<file path="config.mk">
export PLATFORM = sky130hd
export DESIGN_NAME = vga_state_fetch_flat
export DESIGN_NICKNAME = d
export VERILOG_FILES = /design/src/rtl/vga_pkg.sv /design/src/rtl/vga_state_fetch_if.sv /design/src/rtl/vga_edge_detect.sv /design/src/rtl/vga_state_fetch.sv /design/src/flat_wrapper.sv
export SDC_FILE = /design/constraint.sdc
export NUM_CORES = 1
export LEC_CHECK = 0
export ABC_AREA = 1
export ABC_CLOCK_PERIOD_IN_PS = 2200
export BUFFER_PORTS_ARGS = -buffer_cell sky130_fd_sc_hd__buf_2
export CAP_MARGIN = 25
export CORE_ASPECT_RATIO = 1.1
export CORE_MARGIN = 2
export CORE_UTILIZATION = 56
export CTS_BUF_LIST = sky130_fd_sc_hd__clkbuf_4 sky130_fd_sc_hd__clkbuf_8
export CTS_CLUSTER_SIZE = 14
export DETAILED_ROUTE_END_ITERATION = 10
export PLACE_DENSITY = 0.87
export SETUP_SLACK_MARGIN = 0.1
export SYNTH_ARGS = -nofsm -noshare
export SYNTH_HDL_FRONTEND = slang
export SYNTH_SLANG_ARGS = --single-unit
</file>
<file path="constraint.sdc">
create_clock -name clk -period 2.2 [get_ports clk]
set_input_delay 0 -clock clk [delete_from_list [all_inputs] [get_ports clk]]
set_output_delay 0 -clock clk [all_outputs]
set_load 0.02 [all_outputs]
</file>
<file path="src/rtl/vga_pkg.sv">
// Shared types and constants for the VGA game-state fetch path.
package vga_pkg;

  localparam int DATA_W = 16;
  localparam int ADDR_W = 16;

  typedef logic [DATA_W-1:0] data_t;
  typedef logic [ADDR_W-1:0] addr_t;

  localparam addr_t BOARD_ADDR  = 16'h0FF0;
  localparam addr_t COL_ADDR    = 16'h0FF1;
  localparam addr_t PLAYER_ADDR = 16'h0FF2;

  typedef enum logic [2:0] {
    IDLE,
    RD_BOARD,
    RD_COL,
    RD_PLAYER,
    CAP_PLAYER,
    COMMIT
  } fetch_state_t;

endpackage

</file>
<file path="src/rtl/vga_state_fetch_if.sv">
// CPU request port and single-port memory bus shared with the state fetcher.
interface vga_state_fetch_if;
  import vga_pkg::*;

  logic  cpu_req;
  logic  cpu_we;
  addr_t cpu_addr;
  data_t cpu_wdata;
  logic  cpu_stall;
  data_t cpu_rdata;

  addr_t mem_addr;
  logic  mem_we;
  data_t mem_wdata;
  data_t mem_rdata;

  // CPU plus memory environment.
  modport master (
    output cpu_req, cpu_we, cpu_addr, cpu_wdata, mem_rdata,
    input  cpu_stall, cpu_rdata, mem_addr, mem_we, mem_wdata
  );

  // The scheduler sitting between CPU and memory.
  modport slave (
    input  cpu_req, cpu_we, cpu_addr, cpu_wdata, mem_rdata,
    output cpu_stall, cpu_rdata, mem_addr, mem_we, mem_wdata
  );

endinterface

</file>
<file path="src/rtl/vga_edge_detect.sv">
// Rising-edge detector; the delayed copy resets low so a level already high
// when reset releases still produces an edge.
module vga_edge_detect (
  input  logic clk,
  input  logic rst,
  input  logic sig,
  output logic rise
);

  logic sig_d;

  // NOTE: registered state always uses non-blocking assignment so every
  // flop samples the pre-edge value of its inputs.
  always_ff @(posedge clk) begin
    if (rst) sig_d <= 1'b0;
    else     sig_d <= sig;
  end

  assign rise = sig & ~sig_d;

endmodule

</file>
<file path="src/rtl/vga_state_fetch.sv">
// Once-per-frame snapshot of board/column/player words, committed atomically
// so the pixel generator never sees a half-updated board.
module vga_state_fetch
  import vga_pkg::*;
(
  input  logic               clk,
  input  logic               rst,
  input  logic               vblank,
  vga_state_fetch_if.slave   bus,
  output data_t              game_board,
  output data_t              column_no,
  output data_t              player,
  output logic               frame_updated
);

  fetch_state_t state;
  logic         start;
  data_t        shadow_board;
  data_t        shadow_col;
  data_t        shadow_player;

  vga_edge_detect u_edge (
    .clk  (clk),
    .rst  (rst),
    .sig  (vblank),
    .rise (start)
  );

  // Each capture lands one state after its address, matching the memory's
  // one-cycle read latency.
  always_ff @(posedge clk) begin
    if (rst) begin
      state         <= IDLE;
      shadow_board  <= '0;
      shadow_col    <= '0;
      shadow_player <= '0;
      game_board    <= '0;
      column_no     <= '0;
      player        <= '0;
      frame_updated <= 1'b0;
    end else begin
      frame_updated <= 1'b0;
      case (state)
        IDLE:       if (start) state <= RD_BOARD;
        RD_BOARD:   state <= RD_COL;
        RD_COL: begin
          shadow_board <= bus.mem_rdata;
          state        <= RD_PLAYER;
        end
        RD_PLAYER: begin
          shadow_col <= bus.mem_rdata;
          state      <= CAP_PLAYER;
        end
        CAP_PLAYER: begin
          shadow_player <= bus.mem_rdata;
          state         <= COMMIT;
        end
        COMMIT: begin
          game_board    <= shadow_board;
          column_no     <= shadow_col;
          player        <= shadow_player;
          frame_updated <= 1'b1;
          state         <= IDLE;
        end
        default:    state <= IDLE;
      endcase
    end
  end

  // NOTE: every output of this block is given a default first, so no path
  // leaves a signal unassigned and no latch is inferred.
  always_comb begin
    bus.mem_addr  = bus.cpu_addr;
    bus.mem_we    = bus.cpu_req & bus.cpu_we;
    bus.mem_wdata = bus.cpu_wdata;
    bus.cpu_stall = 1'b0;
    case (state)
      RD_BOARD: begin
        bus.mem_addr  = BOARD_ADDR;
        bus.mem_we    = 1'b0;
        bus.cpu_stall = bus.cpu_req;
      end
      RD_COL: begin
        bus.mem_addr  = COL_ADDR;
        bus.mem_we    = 1'b0;
        bus.cpu_stall = bus.cpu_req;
      end
      RD_PLAYER: begin
        bus.mem_addr  = PLAYER_ADDR;
        bus.mem_we    = 1'b0;
        bus.cpu_stall = bus.cpu_req;
      end
      default: ;
    endcase
    // Hold the CPU off and keep memory safe while reset is applied.
    if (rst) begin
      bus.cpu_stall = 1'b1;
      bus.mem_we    = 1'b0;
    end
  end

  assign bus.cpu_rdata = bus.mem_rdata;

endmodule

</file>
<file path="src/flat_wrapper.sv">
// flat-port wrapper written by rule: the top's interface ports become plain ports
module vga_state_fetch_flat import vga_pkg::*;
  (clk, rst, vblank, game_board, column_no, player, frame_updated, bus_cpu_req, bus_cpu_we, bus_cpu_addr, bus_cpu_wdata, bus_mem_rdata, bus_cpu_stall, bus_cpu_rdata, bus_mem_addr, bus_mem_we, bus_mem_wdata);
  vga_state_fetch_if bus_i ();
  input  logic clk;
  input  logic rst;
  input  logic vblank;
  output data_t game_board;
  output data_t column_no;
  output data_t player;
  output logic frame_updated;
  input wire logic [$bits(bus_i.cpu_req)-1:0] bus_cpu_req;
  input wire logic [$bits(bus_i.cpu_we)-1:0] bus_cpu_we;
  input wire logic [$bits(bus_i.cpu_addr)-1:0] bus_cpu_addr;
  input wire logic [$bits(bus_i.cpu_wdata)-1:0] bus_cpu_wdata;
  input wire logic [$bits(bus_i.mem_rdata)-1:0] bus_mem_rdata;
  output wire logic [$bits(bus_i.cpu_stall)-1:0] bus_cpu_stall;
  output wire logic [$bits(bus_i.cpu_rdata)-1:0] bus_cpu_rdata;
  output wire logic [$bits(bus_i.mem_addr)-1:0] bus_mem_addr;
  output wire logic [$bits(bus_i.mem_we)-1:0] bus_mem_we;
  output wire logic [$bits(bus_i.mem_wdata)-1:0] bus_mem_wdata;
  assign bus_i.cpu_req = bus_cpu_req;
  assign bus_i.cpu_we = bus_cpu_we;
  assign bus_i.cpu_addr = bus_cpu_addr;
  assign bus_i.cpu_wdata = bus_cpu_wdata;
  assign bus_i.mem_rdata = bus_mem_rdata;
  assign bus_cpu_stall = bus_i.cpu_stall;
  assign bus_cpu_rdata = bus_i.cpu_rdata;
  assign bus_mem_addr = bus_i.mem_addr;
  assign bus_mem_we = bus_i.mem_we;
  assign bus_mem_wdata = bus_i.mem_wdata;
  vga_state_fetch u_core (.clk(clk), .rst(rst), .vblank(vblank), .bus(bus_i), .game_board(game_board), .column_no(column_no), .player(player), .frame_updated(frame_updated));
endmodule
</file>
==> results_dict.tcl <==
set metrics [dict create \
    die-area_mm2 0.00896 \
    rsz0062_at_grt "no" \
    synthXorXnorAreaFrac 0 \
    cts_tree "yes" \
    ys_ff_latch 101 \
    grt_first_pass_wirelength_mm 17.5 \
    path_max_fanout 33 \
    clk_latency_ns 0.36 \
    finClkSkew_ns 0.00700 \
    leakagePower_nw 3.06 \
    critPathKind "reg -> out" \
    cap_violations 0 \
    layout_common_cells "nor2_1, nand2_1, buf_2" \
    ant_nets 0 \
    fmax_mhz 515 \
    synth_compound_area_frac 0.0381 \
    maxSlewViolCount 0 \
    tns_ns 0 \
    startpoint_type "register" \
    reg2reg_slack_ns 0.65 \
    h-tree-depth 3 \
    synth_area_per_cell_um2 6.68 \
    hp-start "bus_cpu_wdata[6]" \
    crit_start "u_core.state[0]" \
    io_pins 152 \
    p_per_area_mw_per_mm2 707 \
    yosys.area_share.simple 0.342 \
    vias 4246 \
    gp_congestion 0.847 \
    finalPower_w 0.00374 \
    grt_pass1_vias 3931 \
    grt_max_degree 94 \
    area_growth_syn_to_layout_pct 15.0 \
    numClockSinks 101 \
    muxShareOfSynthArea 0 \
    antenna_found_initial 0 \
    hold_viol_final 0 \
    tightestPinTransition_ns 0.654 \
    wl_per_cell_um 11.9 \
    grt_usage 0.239 \
    start_util 0.579 \
    ir_drop_mv 0.367 \
    synth_adder_area_share 0 \
    synth_warnings 0 \
    reg2reg_from "u_core.state[0]" \
    rr_worst_depth 4 \
    clockBufferDepth 2 \
    drt-pass1-iter-count 6 \
    root_buffer "clkbuf_8" \
    rr_endpoint "u_core.shadow_col[10]" \
    place_hpwl_mm 6.92 \
    synthCells 689 \
    crit_path_end "bus_mem_addr[0]" \
    slew_headroom 0.563 \
    core-area_mm2 0.00796 \
    dp_cells 851 \
    drt_iter0_drc 348 \
    fillerInstances 701 \
    vias_per_cell 4.79 \
    min-delay-path-class "in -> out" \
    synth_cell_type_count 19 \
    yosys.area.top_type "dfxtp_1" \
    setup_viol 0 \
    required_ns 2.20 \
    status "completed" \
    yosysSeqAreaShare 0.439 \
    io_buffer_count 119 \
    period_needed_ns 1.94 \
    drc 0 \
    endpoint_kind "primary output" \
    post-cts-setup-buffer-count 0 \
    arrival_ns 1.94 \
    cts.reportedPaths.clkPinSlew_ns 0.08 \
    cts_buffers 9 \
    final_nets 826 \
    syn-num-nets 742 \
    rows 34 \
    die_w_um 90.4 \
    ys_top_cells_by_area "dfxtp_1, nand2_1, nor2_1" \
    antenna_cells 0 \
    fin_crit_sh 0.882 \
    routed_wl_mm 10.5 \
    synth_area_mm2 0.00460 \
    instances_no_fill 886 \
    synth_top_family_by_area "simple AND/OR/NAND/NOR gates" \
    synth_top_cell_area_share 0.439 \
    die_h_um 99.1 \
    grt-ovfl-total 0 \
    drive_gt1_frac 0.201 \
]
## synthesized netlist by cell type (all sizes together)
master / count
nor2: 174
nand2: 171
dfxtp: 101
inv: 93
buf: 66
nand3: 36
a21oi: 34
or2: 8
clkbuf: 5
o21ai: 1
## registers in the layout (all words and copies together), names as in the netlist
register              count
u_core.column_no         16
u_core.frame_updated      1
u_core.game_board        16
u_core.player            16
u_core.shadow_board      16
u_core.shadow_col        16
u_core.shadow_player     16
u_core.state              3
u_core.u_edge.sig_d       1
## worst min path at each step
stage / end / depth (start not counted) / slack (ns)
floorplan: u_core.state[1] / 1 / 0.07
global placement: bus_mem_wdata[14] / 0 / 0.0001
detailed placement: bus_mem_wdata[14] / 0 / 0.0001
CTS: bus_mem_wdata[14] / 0 / 0.0001
global route: bus_mem_wdata[5] / 0 / 0.00003
finish: bus_mem_wdata[6] / 0 / 0.000006
## where the power goes
group	total [W]	internal [W]	switching [W]
Sequential	0.00197	0.00191	0.0000629
Combinational	0.000672	0.000234	0.000438
Clock	0.00110	0.000497	0.000603
Total	0.00374	0.00264	0.00110
## final cells by class
class | count | area [um^2] | share of cell area
Clock buffer | 13 | 166 | 0.0314
Clock inverter | 3 | 20.0 | 0.00378
Sequential cell | 101 | 2020 | 0.382
Multi-Input combinational cell | 424 | 1760 | 0.332
Inverter | 93 | 349 | 0.0660
Timing Repair Buffer | 144 | 843 | 0.159
Tap cell | 108 | 135 | 0.0255
## kinds of logic after synthesis
kind of cell,Yosys count
simple gates,389
buf+inv,164
flops,101
compound gates,35
## what timing repair did
item / in CTS / in global routing
resized for setup: 0 / 0
hold buffers: 19 / 0
hold endpoints to repair: 21 / 0
## per-stage QoR
step,cell area (um^2),hold WS [ns],setup WS [ns],utilization
after floorplan,4600,0.0691,1.11,-
after global placement,4920,0.000149,0.763,0.618
after detailed placement,4920,0.000149,0.703,0.618
after CTS,5290,0.000149,0.299,0.665
after global routing,5290,0.0000290,0.190,0.665
final,5290,0.00000561,0.259,0.665
## layer usage
metal  vias to the layer above  part of all wire  GRT usage
met4                         0             0.025      0.115
met2                       178              0.50      0.425
li1                       2152                 -          -
met1                      1889              0.41      0.284
met3                        27             0.070     0.0379
met5                         -                 0          0
## critical path, stage by stage, from the launching register on
cell and delay (ns):
dfxtp_1 0.48, nor2_4 0.58, nand2_1 0.23, nand2_1 0.13
buf_2 0.17
Power figures use the tool's default switching activity.
